**src/rtl/memory_access_unit.sv**
```systemverilog
// memory_access_unit: sequences ROM fetches, RAM loads and RAM stores through
// the external memory mux. It captures read data into IR/MDR and signals
// completion with a one-cycle done pulse.
module memory_access_unit #(
  parameter int ADDR_W  = 16,
  parameter int ROM_LAT = 2,
  parameter int RAM_LAT = 2
) (
  input  logic              Clock,
  input  logic              Resetn,
  input  logic              fetch_req,
  input  logic              load_req,
  input  logic              store_req,
  input  logic [ADDR_W-1:0] pc,
  input  logic [ADDR_W-1:0] data_addr,
  input  logic [15:0]       store_data,
  input  logic [16:0]       EMUX_out,
  output logic              EMUX_select,
  output logic [ADDR_W-1:0] ROM_addr,
  output logic [ADDR_W-1:0] RAM_addr,
  output logic [15:0]       RAM_data,
  output logic              RAM_wren,
  output logic [16:0]       IR_out,
  output logic [15:0]       MDR_out,
  output logic              busy,
  output logic              done
);

  typedef enum logic [2:0] {
    S_IDLE,
    S_ROM_WAIT,
    S_RAM_WAIT,
    S_STORE,
    S_DONE
  } state_t;

  // The latencies are loaded into a 4-bit countdown, so 1..15 fits exactly.
  localparam logic [3:0] ROM_CNT = 4'(ROM_LAT);
  localparam logic [3:0] RAM_CNT = 4'(RAM_LAT);

  state_t              r_state;
  logic [3:0]          r_cnt;
  logic                r_emux_select;
  logic [ADDR_W-1:0]   r_rom_addr;
  logic [ADDR_W-1:0]   r_ram_addr;
  logic [15:0]         r_ram_data;
  logic                r_ram_wren;
  logic [16:0]         r_ir;
  logic [15:0]         r_mdr;
  logic                r_busy;
  logic                r_done;
  logic                w_cnt_last;

  // The countdown has reached the capture edge when it reads 1.
  assign w_cnt_last = (r_cnt == 4'd1);

  // Single state machine: it issues the access, counts the memory latency,
  // captures the read data and produces the done pulse.
  always_ff @(posedge Clock or negedge Resetn) begin
    if (!Resetn) begin
      r_state       <= S_IDLE;
      r_cnt         <= 4'd0;
      r_emux_select <= 1'b0;
      r_rom_addr    <= '0;
      r_ram_addr    <= '0;
      r_ram_data    <= 16'd0;
      r_ram_wren    <= 1'b0;
      r_ir          <= 17'd0;
      r_mdr         <= 16'd0;
      r_busy        <= 1'b0;
      r_done        <= 1'b0;
    end else begin
      case (r_state)
        S_IDLE: begin
          // Fixed priority: fetch, then load, then store. Requests that lose
          // are not remembered; the requester keeps presenting them.
          if (fetch_req) begin
            r_rom_addr    <= pc;
            r_emux_select <= 1'b0;
            r_cnt         <= ROM_CNT;
            r_busy        <= 1'b1;
            r_state       <= S_ROM_WAIT;
          end else if (load_req) begin
            r_ram_addr    <= data_addr;
            r_emux_select <= 1'b1;
            r_cnt         <= RAM_CNT;
            r_busy        <= 1'b1;
            r_state       <= S_RAM_WAIT;
          end else if (store_req) begin
            r_ram_addr    <= data_addr;
            r_ram_data    <= store_data;
            r_ram_wren    <= 1'b1;
            r_busy        <= 1'b1;
            r_state       <= S_STORE;
          end
        end
        S_ROM_WAIT: begin
          if (w_cnt_last) begin
            r_ir    <= EMUX_out;
            r_cnt   <= 4'd0;
            r_done  <= 1'b1;
            r_state <= S_DONE;
          end else begin
            r_cnt <= r_cnt - 4'd1;
          end
        end
        S_RAM_WAIT: begin
          // Bit 16 of the mux output only matters for instructions.
          if (w_cnt_last) begin
            r_mdr   <= EMUX_out[15:0];
            r_cnt   <= 4'd0;
            r_done  <= 1'b1;
            r_state <= S_DONE;
          end else begin
            r_cnt <= r_cnt - 4'd1;
          end
        end
        S_STORE: begin
          r_ram_wren <= 1'b0;
          r_done     <= 1'b1;
          r_state    <= S_DONE;
        end
        S_DONE: begin
          // Requests are still high here; they are ignored until IDLE.
          r_done  <= 1'b0;
          r_busy  <= 1'b0;
          r_state <= S_IDLE;
        end
        default: begin
          r_state <= S_IDLE;
          r_busy  <= 1'b0;
          r_done  <= 1'b0;
        end
      endcase
    end
  end

  assign EMUX_select = r_emux_select;
  assign ROM_addr    = r_rom_addr;
  assign RAM_addr    = r_ram_addr;
  assign RAM_data    = r_ram_data;
  assign RAM_wren    = r_ram_wren;
  assign IR_out      = r_ir;
  assign MDR_out     = r_mdr;
  assign busy        = r_busy;
  assign done        = r_done;

endmodule

```
**config.mk**
```make
export PLATFORM = sky130hd
export DESIGN_NAME = memory_access_unit
export DESIGN_NICKNAME = d
export VERILOG_FILES = /design/src/rtl/memory_access_unit.sv
export SDC_FILE = /design/constraint.sdc
export NUM_CORES = 1
export LEC_CHECK = 0
export ABC_AREA = 1
export ABC_CLOCK_PERIOD_IN_PS = 4200
export CAP_MARGIN = 20
export CORE_ASPECT_RATIO = 0.5
export CORE_MARGIN = 1
export CORE_UTILIZATION = 46
export CTS_CLUSTER_DIAMETER = 100
export DETAILED_ROUTE_END_ITERATION = 16
export HOLD_SLACK_MARGIN = 0.02
export PLACE_DENSITY_LB_ADDON = 0.12
export SLEW_MARGIN = 30
export SYNTH_ARGS = -nofsm -noshare
export SYNTH_HDL_FRONTEND = slang
export SYNTH_SLANG_ARGS = --single-unit
```
**constraint.sdc**
```tcl
create_clock -name Clock -period 4.2 [get_ports Clock]
set_input_delay 1.05 -clock Clock [delete_from_list [all_inputs] [get_ports Clock]]
set_output_delay 1.05 -clock Clock [all_outputs]
set_load 0.03 [all_outputs]
```
# Yosys cells after proc, flatten, opt, wreduce, memory -nomap -nowiden
# Index checks and enable logic that the tools add are counted.
[op_classes]
addsub = 1
mul = 0
n_div = 0
n_lt_le_gt_ge = 0
eq_ne = 10
n_shift = 0
muxes = 22
n_bitwise = 4
reduce_logical = 18
[op_table]
columns = ["op", "count"]
rows = [
  ["$mux 16", 2],
  ["$reduce_and 2->1", 8],
  ["$mux 3", 4],
  ["$mux 4", 3],
  ["$pmux 3 s3", 1],
  ["$mux 1", 8],
  ["$pmux 4 s2", 1],
  ["$reduce_and 4->1", 2],
  ["$reduce_bool 2->1", 4],
  ["$eq 3x2->1 const B", 2],
  ["$ne 2x2->1 const B", 3],
  ["$eq 4x1->1 const B", 1],
  ["$ne 4x4->1 const B", 1],
  ["$not 1->1", 4],
  ["$pmux 1 s2", 2],
  ["$sub 4x1->4 const B", 1],
  ["$eq 3x1->1 const B", 1],
  ["$logic_not 3->1", 1],
  ["$ne 3x3->1 const B", 1],
  ["$pmux 1 s3", 1],
  ["$reduce_and 3->1", 1],
  ["$reduce_or 3->1", 1],
  ["$ne 2x1->1 const B", 1],
  ["$reduce_or 2->1", 1],
]
[totals]
reg_bits = 92
latch_bits = 0
ram_bits = 0
mem_bits_ro = 0
inputBits = 70
mem_count = 0

# Logic depth before layout (Yosys ltp)
[depth]
ltp_word = 4
mapped_depth = 8
depth_no_buf = 7

# Worst setup path before layout
# OpenSTA, ideal clock, no wires.
[synth_timing]
path_kind = "input to register"
from = "input port fetch_req"
to = "register r_ram_data[10] (netlist: RAM_data[10])"
setup_ns = 0.118
t_arrival_ns = 1.882
t_required_ns = 4.082
path_slack_ns = 2.200
path_stages = 7
cell_sequence = "inv_1 -> nand2_1 -> nor3_4 -> inv_4 -> buf_6 -> nand2_1 -> nand2_1"
[synth_between]
elab_chain_len = 2
[synth_lines]
columns = ["element", "line_no", "text"]
rows = [
  ["from (decl)", "11", "input logic fetch_req,"],
  ["$not 1->1 (no source line)", "n/a", ""],
  ["$reduce_and 4->1 (no source line)", "n/a", ""],
  ["to (signal assigned)", "91", "r_ram_data <= store_data;"],
  ["to (decl)", "46", "logic [15:0] r_ram_data;"],
]
# Every way passes these cells.
# A chain may end at the register's enable or synchronous reset.

# Worst setup path in the final report
[layout_timing]
from = "input port fetch_req"
to = "register r_ram_data[8] (netlist: RAM_data[8])"
# Same word-level chain as after synthesis.

==> results.cfg <==
[clock_network]
htree_levels = 3
cts_buffers = 9
ctsHoldBuffers = 0
ctsResizeCount = 0
tritoncts = done
cts_sinks = 92
cts_setup_buffers = 0
max-clock-path-buffers = 2
clk_latency_ns = 0.33
root_buffer = clkbuf_16
path_clk_slew_ns = 0.06

[sta]
rsz0062_at_grt = no
max_freq_mhz = 393
setup_violations = 0
worst_slew_pin_slew_ns = 0.734
fin_skew_ns = 0.00364
fin_crit_ns = 2.55
slew_headroom_pct = 50.9
setup_tns_ns = 0
timing.hold.ws_ns = 0.467
maxSlewViolCount = 0
min_period_over_period_pct = 60.6
final-hold-violation-count = 0

[drt]
ant_nets = 0
routedWlPerCell_um = 13.3
drt_first_pass_iters = 7
first_iter_violations = 213
viasPerCell = 4.70
wl_mm = 8.94
num_vias = 3163
post-route-drc-count = 0

[critical_path]
end_kind = flip-flop
crit_chain = clkdlybuf4s50_1, inv_1, nand2_1, nor3_4, inv_4, nand2_1, nand2_1
cpPeakStageDelay_ns = 0.63
crit_required_ns = 4.42
cp-start-kind = input pin
path_class = input pin to flip-flop
cp_slowest_cell = nor3_4
worstPathMaxFanout = 18
rr_worst_depth = 6
r2r_slack_ns = 2.36
worst_r2r_endpoint = ROM_addr[9]$_DFFE_PN0P_
arrival_ns = 2.76
startpoint = fetch_req
crit_path_frequent_cell = nand2_1
reg2reg_from = r_state[2]$_DFFE_PN0P_
endpoint = RAM_data[8]$_DFFE_PN0P_

[global_routing]
grt_max_degree = 74
grt_use_total_pct = 22.7
grt-ovfl-total = 0
antenna_found_initial = 0
grt_pass1_wl_mm = 14.6
grt_pass1_vias = 3077

[logic_synthesis]
synth_cell_types = 22
synth_top_flop_cell = dfrtp_1
synth_area_per_cell_sq_um = 9.13
netlist.area_leader.share_pct = 62.0
synth_seq_area_share_pct = 62.0
synth_area_sq_mm = 0.00371
synth.area.top_cells = dfrtp_1 62%, nand2_1 19%, nand3_1 3.6%
ys_seq_elements = 92
synth_edf_count = 0
syn-num-nets = 479
yosysWarnings = 0
yosysTopAreaCell = dfrtp_1
syn_inst = 407
synthArstFlopShare_pct = 100

[final_layout]
drive_above_1_share_pct = 6.55
n_fill_cell = 570
area_delta_synth_final_pct = 50.8
final_cell_mix = 188 x nand2_1, 153 x clkdlybuf4s50_1, 92 x dfrtp_1
nets = 634
multiInputGateArea_sq_mm = 0.00120
antennaDiodeCount = 0
final_common_cell = nand2_1
seqCellArea_sq_mm = 0.00230
fin_util_pct = 74.0

[floorplan]
core-area_sq_mm = 0.00757
dieHeight_um = 65.5
initial_core_util_pct = 49.1
die_area_sq_mm = 0.00846
pin_count = 155
num_rows = 22
die_w_um = 129

[power]
p_leak_nw = 2.78
cellPowerDensity_mw_per_mm2 = 839
total_power_w = 0.00470
ir_worst_vdd_mv = 0.427

[place]
port_buffers = 154
dp_hpwl_mm = 6.41
place.gp.congestion = 0.763

[min_path]
hold_class = flip-flop to flip-flop

[status]
outcome = finished, final reports clean

[flow_run]
cap_violations = 0
[Yosys cell counts, types with 2 or more instances]
master    instances
ha_1              2
o21ai_1           6
buf_2             6
dfrtp_1          92
clkbuf_1          3
nor2_1            9
nand2_1         188
inv_2             2
nand4_1           2
o21ai_2          11
o21ai_0          19
buf_6             5
inv_1            27
nand3_1          27
[how the worst min path moves through the flow]
stage / cells after the start / slack (ns) / from / end
finish: 2 / 0.47 / ROM_addr[2]$_DFFE_PN0P_ / ROM_addr[2]$_DFFE_PN0P_
global route: 2 / 0.49 / ROM_addr[2]$_DFFE_PN0P_ / ROM_addr[2]$_DFFE_PN0P_
CTS: 2 / 0.47 / ROM_addr[14]$_DFFE_PN0P_ / ROM_addr[14]$_DFFE_PN0P_
detailed placement: 2 / 0.46 / ROM_addr[2]$_DFFE_PN0P_ / ROM_addr[2]$_DFFE_PN0P_
global placement: 2 / 0.45 / RAM_addr[13]$_DFFE_PN0P_ / RAM_addr[13]$_DFFE_PN0P_
floorplan: 1 / 0.49 / r_cnt[0]$_DFFE_PN0P_ / r_cnt[0]$_DFFE_PN0P_
[per-stage QoR]
stage,cells,cell area (sq um),worst slack (ns)
detailed placement,659,5320,1.31
finish,673,5600,1.65
CTS,673,5600,1.63
global route,673,5600,1.50
global placement,659,5320,1.38
floorplan,407,3710,2.20
[cells by family (layout without fill, tap and decap cells)]
kind of cell / after synthesis / in the layout / synth area share [%]
XOR/XNOR: 1 / 1 / 0.236
buffers and inverters: 44 / 202 / 5.73
AO/OA/AOI/OAI: 36 / 36 / 5.96
AND/OR/NAND/NOR: 232 / 232 / 25.4
flip-flops: 92 / 92 / 62.0
adder cells (fa/ha/maj): 2 / 2 / 0.674
[worst max-delay path, delay by kind of cell]
family                 cells  cell delay [ns]
buffers and inverters      3             0.77
and+or+nand+nor            4             0.93
[layer usage]
metal  part of all wire, %  GRT usage, %  wire [um]
met3                   7.1          7.57        636
met2                    47          37.6       4230
met4                  0.55          6.18         49
met5                     0             0          0
met1                    45          28.8       4030
[registers in the layout, indices dropped and copies added (netlist names)]
name and count:
RAM_wren 1, RAM_addr 16, IR_out 17, r_state 3
done 1, busy 1, r_cnt 4, RAM_data 16
ROM_addr 16, EMUX_select 1, MDR_out 16
[power by group]
part / leakage (nW) / total, W / switching, W / internal (W)
Sequential: 1.09 / 0.00154 / 0.000235 / 0.00130
Clock: 0.134 / 0.000753 / 0.000309 / 0.000443
Combinational: 1.56 / 0.00241 / 0.00146 / 0.000951
[layout make-up]
cell class	count	area share, %
clock buffer	13	4.82
clock inverter	1	0.134
inverter	30	2.05
multi-input combinational	271	21.4
sequential	92	41.1
tap	108	2.41
timing repair buffer	158	28.1
(Power assumes the default switching activity.)
